**src/rtl/ultrasonic_distance_ctrl.sv**
```systemverilog
// HC-SR04 style ranger: trigger, echo timing, cm conversion, timeout flag.
// Define ULTRASONIC_AUTO_EN to free-run measurements without start pulses.
module ultrasonic_distance_ctrl #(
  parameter int CLK_FREQ   = 100_000_000,
  parameter int TRIG_US    = 10,
  parameter int US_PER_CM  = 58,
  parameter int MAX_CM     = 400,
  parameter int TIMEOUT_US = 30_000,
  parameter int COOL_MS    = 60
) (
  input  logic       clk,
  input  logic       reset,
  input  logic       start,
  input  logic       echo,
  output logic       trigger,
  output logic [8:0] distance,
  output logic       dist_valid,
  output logic       busy,
  output logic       err
);

  localparam int DIV     = CLK_FREQ / 1_000_000;
  localparam int COOL_US = COOL_MS * 1000;
  localparam int UMAX0   = (TIMEOUT_US > COOL_US) ? TIMEOUT_US : COOL_US;
  localparam int UMAX    = (UMAX0 > TRIG_US) ? UMAX0 : TRIG_US;
  localparam int UW      = $clog2(UMAX + 1);
  localparam int DW      = (DIV > 1) ? $clog2(DIV) : 1;
  localparam int SW      = (US_PER_CM > 1) ? $clog2(US_PER_CM) : 1;

  localparam logic [DW-1:0] DIV_LAST  = DW'(DIV - 1);
  localparam logic [UW-1:0] TRIG_LAST = UW'(TRIG_US - 1);
  localparam logic [UW-1:0] TO_LAST   = UW'(TIMEOUT_US - 1);
  localparam logic [UW-1:0] COOL_LAST = UW'(COOL_US - 1);
  localparam logic [SW-1:0] SUB_LAST  = SW'(US_PER_CM - 1);
  localparam logic [8:0]    CM_MAX    = 9'(MAX_CM);

  typedef enum logic [2:0] {
    S_IDLE,
    S_TRIG,
    S_WAIT,
    S_MEAS,
    S_DONE,
    S_COOL
  } state_t;

  state_t state, state_n;

  logic [DW-1:0] div_cnt;
  logic          tick_us;
  logic [UW-1:0] us_cnt;
  logic [2:0]    echo_sh;
  logic          echo_rise;
  logic          echo_fall;
  logic [8:0]    cm, cm_nxt;
  logic [SW-1:0] sub, sub_nxt;
  logic          go;
  logic          us_clr;
  logic          meas_clr;
  logic          load_dist;
  logic          set_err;

  assign tick_us   = (div_cnt == DIV_LAST);
  assign echo_rise = echo_sh[1] & ~echo_sh[2];
  assign echo_fall = ~echo_sh[1] & echo_sh[2];

  assign trigger    = (state == S_TRIG);
  assign dist_valid = (state == S_DONE);
  assign busy       = (state != S_IDLE);

`ifdef ULTRASONIC_AUTO_EN
  assign go = 1'b1;
`else
  assign go = start;
`endif

  // free-running microsecond tick divider
  always_ff @(posedge clk or negedge reset) begin
    if (!reset) div_cnt <= '0;
    else if (tick_us) div_cnt <= '0;
    else div_cnt <= div_cnt + DW'(1);
  end

  // 2-flop echo synchroniser plus previous sample for edges
  always_ff @(posedge clk or negedge reset) begin
    if (!reset) echo_sh <= '0;
    else echo_sh <= {echo_sh[1:0], echo};
  end

  // microsecond counter shared by trigger, timeout and cool-down
  always_ff @(posedge clk or negedge reset) begin
    if (!reset) us_cnt <= '0;
    else if (us_clr) us_cnt <= '0;
    else if (tick_us) us_cnt <= us_cnt + UW'(1);
  end

  // next value of the cm/sub pair, including this cycle's tick
  always_comb begin
    sub_nxt = sub;
    cm_nxt  = cm;
    if (tick_us) begin
      if (sub == SUB_LAST) begin
        sub_nxt = '0;
        if (cm != CM_MAX) cm_nxt = cm + 9'd1;
      end else begin
        sub_nxt = sub + SW'(1);
      end
    end
  end

  // echo width accumulators
  always_ff @(posedge clk or negedge reset) begin
    if (!reset) begin
      cm  <= '0;
      sub <= '0;
    end else if (meas_clr) begin
      cm  <= '0;
      sub <= '0;
    end else if (state == S_MEAS) begin
      cm  <= cm_nxt;
      sub <= sub_nxt;
    end
  end

  // result and sticky timeout flag
  always_ff @(posedge clk or negedge reset) begin
    if (!reset) begin
      distance <= '0;
      err      <= 1'b0;
    end else if (load_dist) begin
      distance <= cm_nxt;
      err      <= 1'b0;
    end else if (set_err) begin
      err      <= 1'b1;
    end
  end

  // state register
  always_ff @(posedge clk or negedge reset) begin
    if (!reset) state <= S_IDLE;
    else state <= state_n;
  end

  // next-state and control strobes
  always_comb begin
    state_n   = state;
    us_clr    = 1'b0;
    meas_clr  = 1'b0;
    load_dist = 1'b0;
    set_err   = 1'b0;
    unique case (state)
      S_IDLE: begin
        if (go) begin
          state_n = S_TRIG;
          us_clr  = 1'b1;
        end
      end
      S_TRIG: begin
        if (tick_us && us_cnt == TRIG_LAST) begin
          state_n = S_WAIT;
          us_clr  = 1'b1;
        end
      end
      S_WAIT: begin
        if (echo_rise) begin
          state_n  = S_MEAS;
          us_clr   = 1'b1;
          meas_clr = 1'b1;
        end else if (tick_us && us_cnt == TO_LAST) begin
          state_n = S_COOL;
          us_clr  = 1'b1;
          set_err = 1'b1;
        end
      end
      S_MEAS: begin
        if (echo_fall) begin
          state_n   = S_DONE;
          load_dist = 1'b1;
        end else if (tick_us && us_cnt == TO_LAST) begin
          state_n = S_COOL;
          us_clr  = 1'b1;
          set_err = 1'b1;
        end
      end
      S_DONE: begin
        state_n = S_COOL;
        us_clr  = 1'b1;
      end
      S_COOL: begin
        if (tick_us && us_cnt == COOL_LAST) state_n = S_IDLE;
      end
      default: state_n = S_IDLE;
    endcase
  end

endmodule

```
**config.mk**
```make
export PLATFORM = sky130hd
export DESIGN_NAME = ultrasonic_distance_ctrl
export DESIGN_NICKNAME = d
export VERILOG_FILES = /design/src/rtl/ultrasonic_distance_ctrl.sv
export SDC_FILE = /design/constraint.sdc
export NUM_CORES = 1
export LEC_CHECK = 0
export ABC_AREA = 1
export BUFFER_PORTS_ARGS = -buffer_cell sky130_fd_sc_hd__buf_2
export CAP_MARGIN = 20
export CORE_MARGIN = 2
export CORE_UTILIZATION = 35
export CTS_BUF_LIST = sky130_fd_sc_hd__clkbuf_4
export DETAILED_ROUTE_END_ITERATION = 6
export HOLD_SLACK_MARGIN = 0.12
export SLEW_MARGIN = 10
export SYNTH_ARGS = -nofsm -noshare
export SYNTH_HDL_FRONTEND = slang
export SYNTH_SLANG_ARGS = --single-unit
```
**constraint.sdc**
```tcl
create_clock -name clk -period 3.4 [get_ports clk]
set_clock_uncertainty 0.05 [all_clocks]
set_input_delay 0.17 -clock clk [delete_from_list [all_inputs] [get_ports clk]]
set_output_delay 0.17 -clock clk [all_outputs]
set_load 0.1 [all_outputs]
```
==> Word-level counts from Yosys, hierarchy flattened <==
Index checks and enable logic that the tools add are counted.
{ "totals": {"in_bits": 4, "regBits": 54, "output_inout_bits": 13, "wordCells": 74} }
{ "classes": {"bitwise_logic": 4, "mux": 33, "n_reduce_logical": 11, "addsub": 4, "n_eq_ne": 14} }
{ "op_table": {"columns": ["operator", "n"], "rows": [
  ["2-to-1 mux 9 bit", 5],
  ["2-to-1 mux 16 bit", 2],
  ["2-to-1 mux 6 bit", 4],
  ["2-to-1 mux 3 bit", 6],
  ["one-hot mux 3 bit (6 select lines)", 1],
  ["adder 16 x 1 -> 16 bit (second input constant)", 1],
  ["== test 16 x 15 -> 1 bit (second input constant)", 1],
  ["== test 16 bit (second input constant)", 1],
  ["== test 16 x 4 -> 1 bit (second input constant)", 1],
  ["2-to-1 mux 1 bit", 12],
  ["adder 9 x 1 -> 9 bit (second input constant)", 1],
  ["!= test 9 bit (second input constant)", 1],
  ["nonzero test 2 bit", 4],
  ["adder 7 x 1 -> 7 bit (second input constant)", 1],
  ["== test 7 bit (second input constant)", 1],
  ["2-to-1 mux 7 bit", 1],
  ["adder 6 x 1 -> 6 bit (second input constant)", 1],
  ["== test 3 x 2 -> 1 bit (second input constant)", 2],
  ["== test 3 bit (second input constant)", 2],
  ["== test 6 bit (second input constant)", 1],
  ["one-hot mux 1 bit (5 select lines)", 1],
  ["!= test 2 bit (second input constant)", 2],
  ["== test 3 x 1 -> 1 bit (second input constant)", 1],
  ["logical AND 1 bit", 3],
  ["8 further kinds", 10]
]} }

==> Longest topological paths before layout <==
{ "logic_depth": {"word_depth": 7, "depth_mapped": 12, "mapped_depth_nobuf": 12} }

==> Worst setup path after synthesis <==
Ideal clock, no wire load.
{ "synth_path": {"kind": "register to register", "startpoint": "register state[1]", "endpoint": "register us_cnt[12]", "required_ps": 3232, "arrival_ps": 2416, "path_buffers": 1, "setup_slack_ps": 816, "period_less_slack_ps": 2584, "setup_time_ps": 118, "path_stages_with_launch": 8, "path_cell_list": "dfrtp_1 -> nor3_2 -> nand4_1 -> nand2_1 -> nor2_4 -> nand2_2 -> buf_6 -> nor2_1"} }
{ "synth_between": {"elab_chain_len": 3, "elab_cells_between_ends": 8, "classes_between": "4 x eq/ne; 2 x mux; 2 x reduce/logical"} }
{ "synth_rtl": {"columns": ["element", "line_no", "text"], "rows": [
  ["from (decl)", "46", "state_t state, state_n;"],
  ["from (signal assigned)", "140", "else state <= state_n;"],
  ["== test 3 x 1 -> 1 bit (*)", null, null],
  ["named net trigger", "15", "output logic trigger,"],
  ["one-hot mux 1 bit (5 select lines) (*)", "150", "unique case (state)"],
  ["2-to-1 mux 16 bit or nonzero test 2 bit (tied branches)", null, null],
  ["to (signal assigned)", "93", "else if (tick_us) us_cnt <= us_cnt + UW'(1);"],
  ["to (decl)", "50", "logic [UW-1:0] us_cnt;"]
]} }
The timed path passes the listed nets; every way through them passes the cells marked *.
A chain may end at the register's enable or synchronous reset.

==> Worst setup path in the final report <==
{ "layout_path": {"startpoint": "register div_cnt[0]", "endpoint": "register us_cnt[0]"} }
{ "layout_between": {"elab_chain_len": 6, "elab_cells_between_ends": 10, "classes_between": "1 x eq/ne; 6 x mux; 3 x reduce/logical"} }
{ "layout_rtl": {"columns": ["element", "line_no", "text"], "rows": [
  ["from (decl)", "48", "logic [DW-1:0] div_cnt;"],
  ["from (signal assigned)", "80", "else div_cnt <= div_cnt + DW'(1);"],
  ["== test 7 bit (*)", "62", "assign tick_us = (div_cnt == DIV_LAST);"],
  ["logical AND 1 bit", "168, 178", null],
  ["2-to-1 mux 1 bit", "168, 178", null],
  ["2-to-1 mux 1 bit (on tied branches)", "175, 164", null],
  ["one-hot mux 1 bit (5 select lines)", "150", null],
  ["2-to-1 mux 16 bit or nonzero test 2 bit (tied branches)", null, null]
]} }
Every way passes the cells marked *; elsewhere a longest branch is shown, timed or not.

==> flow_metrics.tcl <==
set metrics [dict create \
    status "completed" \
    synthCells 422 \
    fillers 955 \
    core_um2 9109 \
    ir_drop_mv 0.2335 \
    async_reset_ff_share_pct 100.0 \
    synth-edff-count 0 \
    dp_cells 545 \
    p_comb_share_pct 31.3 \
    setup.worst_path.start_class "register" \
    synth_top_flop_cell "dfrtp_1" \
    grt_max_degree 30 \
    p_int_uw 833.6 \
    reg2reg_from "div_cnt[0]" \
    grt_pass1_wl_um 11520 \
    grt.total_usage_pct 13.88 \
    worst_slew_margin_rel_pct 55.16 \
    crit_path_max_incr_delay_ns 0.40 \
    antenna_found_initial 0 \
    seq_area_frac_synth_pct 41.91 \
    synth_compound_area_share_pct 6.092 \
    synthDistinctLibCells 36 \
    die_w_um 99.98 \
    reg2reg_depth 8 \
    worstSetupEndpointType "register" \
    clkSinkCount 54 \
    fin_crit_ns 1.958 \
    wl_met3_um 182 \
    dr_total_vias 2666 \
    synth_nets 433 \
    finalSetupViolCount 0 \
    synthMuxAreaShare_pct 0 \
    cp_top_family "simple AND/OR/NAND/NOR gates" \
    rsz0062_at_grt "no" \
    path_cells "ha_1 -> nand2_2 -> nor2_4 -> nand4_1 -> nand2_1 -> nor2_4 -> nand2_2 -> nor3_1" \
    arrival_ns 2.17 \
    power.density_nw_per_um2 407.0 \
    tightest_slew_ns 0.6726 \
    maxCapViolCount 0 \
    p_leak_nw 1.612 \
    highest-signal-layer "met4" \
    ctsResizeCount 0 \
    wire_per_inst_um 11.48 \
    clock_latency_ns 0.38 \
    p_total_mw 1.424 \
    timing_hold_violations_final 0 \
    avgViaCountPerCell 4.795 \
    drc 0 \
    path_max_fanout 17 \
    worstSetupPathType "register to register" \
    synth_fa_ha_area_share_pct 2.716 \
    p_clk_share_pct 20.8 \
    synth_xor_area_share_pct 3.260 \
    met2_length_um 3033 \
    syn_area_per_cell_um2 7.641 \
    synthesis.area_um2 3224 \
    drtPass1Iterations 4 \
    drt_iter0_markers 100 \
    port_buffers 16 \
    r2r_slack_ns 1.44 \
    slew_viol_final 0 \
    wl_um 6385 \
    syn_to_final_growth_pct 8.537 \
    hold_class "input pin to async pin" \
    cts_inserted_buffers 5 \
    cts_tree "built" \
    rr_endpoint "us_cnt[0]" \
    post-route-period-util_pct 57.60 \
    die_h_um 99.98 \
    fp-row-count 35 \
    n_antenna_cell 0 \
    synth-simple-area-share_pct 38.18 \
    clockRootBuffer "clkbuf_4" \
    ios 17 \
    seqPwrFrac_pct 47.9 \
    routedLengthMet1_um 3123 \
    htree_levels 2 \
    place_congestion 0.8205 \
    cp.required_ns 3.61 \
    path_buf_inv 0 \
    finalNetCount 455 \
    clkTransAtPathRegs_ns 0.17 \
    ys_warn_count 0 \
    post-dp-hpwl_um 4885 \
    synth-seq-cells 54 \
    cp_slowest_cell "dfrtp_1" \
    final_layout_size_suffix_gt1_share_pct 15.73 \
    die_area_um2 9996 \
    p_sw_share_pct 41.47 \
    initial_core_util_pct 35.40 \
    synth_top_family_by_area "simple AND/OR/NAND/NOR gates" \
    timing.fmax_mhz 510.6 \
    ant_nets 0 \
    cts.path.max_buffers 2 \
    grt_pass1_vias 2673 \
    fin_tns_setup_ns 0 \
    p_sw_uw 590.7 \
    overflow 0 \
    layout.cells.non_filler 556 \
]
==> cell usage after synthesis, drive strengths merged (2+ instances only) <==
cell type	instances	area, um^2
a21oi	12	63.81
and3	2	12.51
buf	5	40.04
dfrtp	54	1351
ha	7	87.58
inv	56	212.7
nand2	110	430.4
nand3	28	162.7
nand3b	2	15.01
nand4	10	68.81
nor2	80	409.1
nor3	18	120.1
o21ai	17	85.08
o22ai	4	25.02
xor2	11	96.34
==> routing by layer <==
metal	GRT usage (%)	vias to the layer above
met4	2.318	0
met2	24.01	40
met5	0	-
met1	18.51	1235
met3	2.507	6
li1	-	1385
==> sequential cells by signal, indices dropped and copies added (netlist names) <==
register and cells:
us_cnt 16, cm 9, distance 9, div_cnt 7
sub 6, echo_sh 3, state 3, err 1
==> power groups by stage <==
stage	Sequential, mW	Clock, mW	Combinational, mW
global route	0.686	0.330	0.489
CTS	0.683	0.312	0.453
global placement	0.695	0	0.446
floorplan	0.691	0	0.371
finish	0.683	0.296	0.445
detailed placement	0.695	0	0.450
==> logic make-up (layout without fill, tap and decap cells) <==
logic type,count (synthesis),in the layout
fa+ha+maj,7,7
flops,54,54
xor+xnor,12,12
buf+inv,61,84
simple gates,252,252
compound gates,36,36
==> cell usage in the layout (no fill, tap or decap), types with 2 or more instances in the layout <==
master         netlist  layout
nand3_2              2       2
nand4_1              9       9
nand3b_1             2       2
nand3_1             25      25
a21oi_1             11      11
buf_2                2      16
o22ai_1              4       4
nor3_2               6       6
xor2_1              11      11
nor2_2               7       7
and3_1               2       2
dfrtp_1             54      54
inv_1               46      46
nand2_2              4       4
nand2_1            105     105
o21ai_1             10      10
nor2_4              10      10
ha_1                 7       7
dlygate4sd3_1        0       3
nor2_1              62      62
clkbuf_4             0       5
nor3_1              12      12
inv_2                9       9
o21ai_0              7       7
==> what timing repair did <==
| action | in CTS | in global routing |
|---|---|---|
| endpoints found under the setup margin | 0 | 0 |
| setup buffers | 0 | 0 |
| hold endpoints to repair | 31 | 0 |
| hold buffers | 3 | 0 |
==> stage by stage <==
step	util, %	worst slack, ns	area (um^2)	hold slack (ns)
floorplan	-	0.8156	3224	-0.1756
global placement	37.45	1.510	3411	0.1890
detailed placement	37.45	1.442	3411	0.1948
CTS	38.42	1.421	3500	0.2920
global route	38.42	1.205	3500	0.3253
finish	38.42	1.442	3500	0.2780
==> final cells by class <==
cell class / instances / area, um^2 / share of cell area, %
Multi-Input combinational cell: 307 / 1620 / 46.30
Inverter: 56 / 212.7 / 6.078
Timing Repair Buffer: 20 / 117.6 / 3.361
Tap cell: 111 / 138.9 / 3.969
Clock buffer: 5 / 37.54 / 1.073
Sequential cell: 54 / 1351 / 38.61
Clock inverter: 3 / 21.27 / 0.6078
==> worst max path at each step <==
stage / cells after the start / endpoint / start
after detailed placement: 10 / us_cnt[0] / div_cnt[0]
final: 8 / us_cnt[0] / div_cnt[0]
after global routing: 8 / us_cnt[0] / div_cnt[0]
after CTS: 10 / us_cnt[0] / div_cnt[0]
after floorplan: 7 / us_cnt[12] / state[1]
after global placement: 10 / us_cnt[9] / div_cnt[0]
No activity file was read; power rests on OpenSTA's default activity.
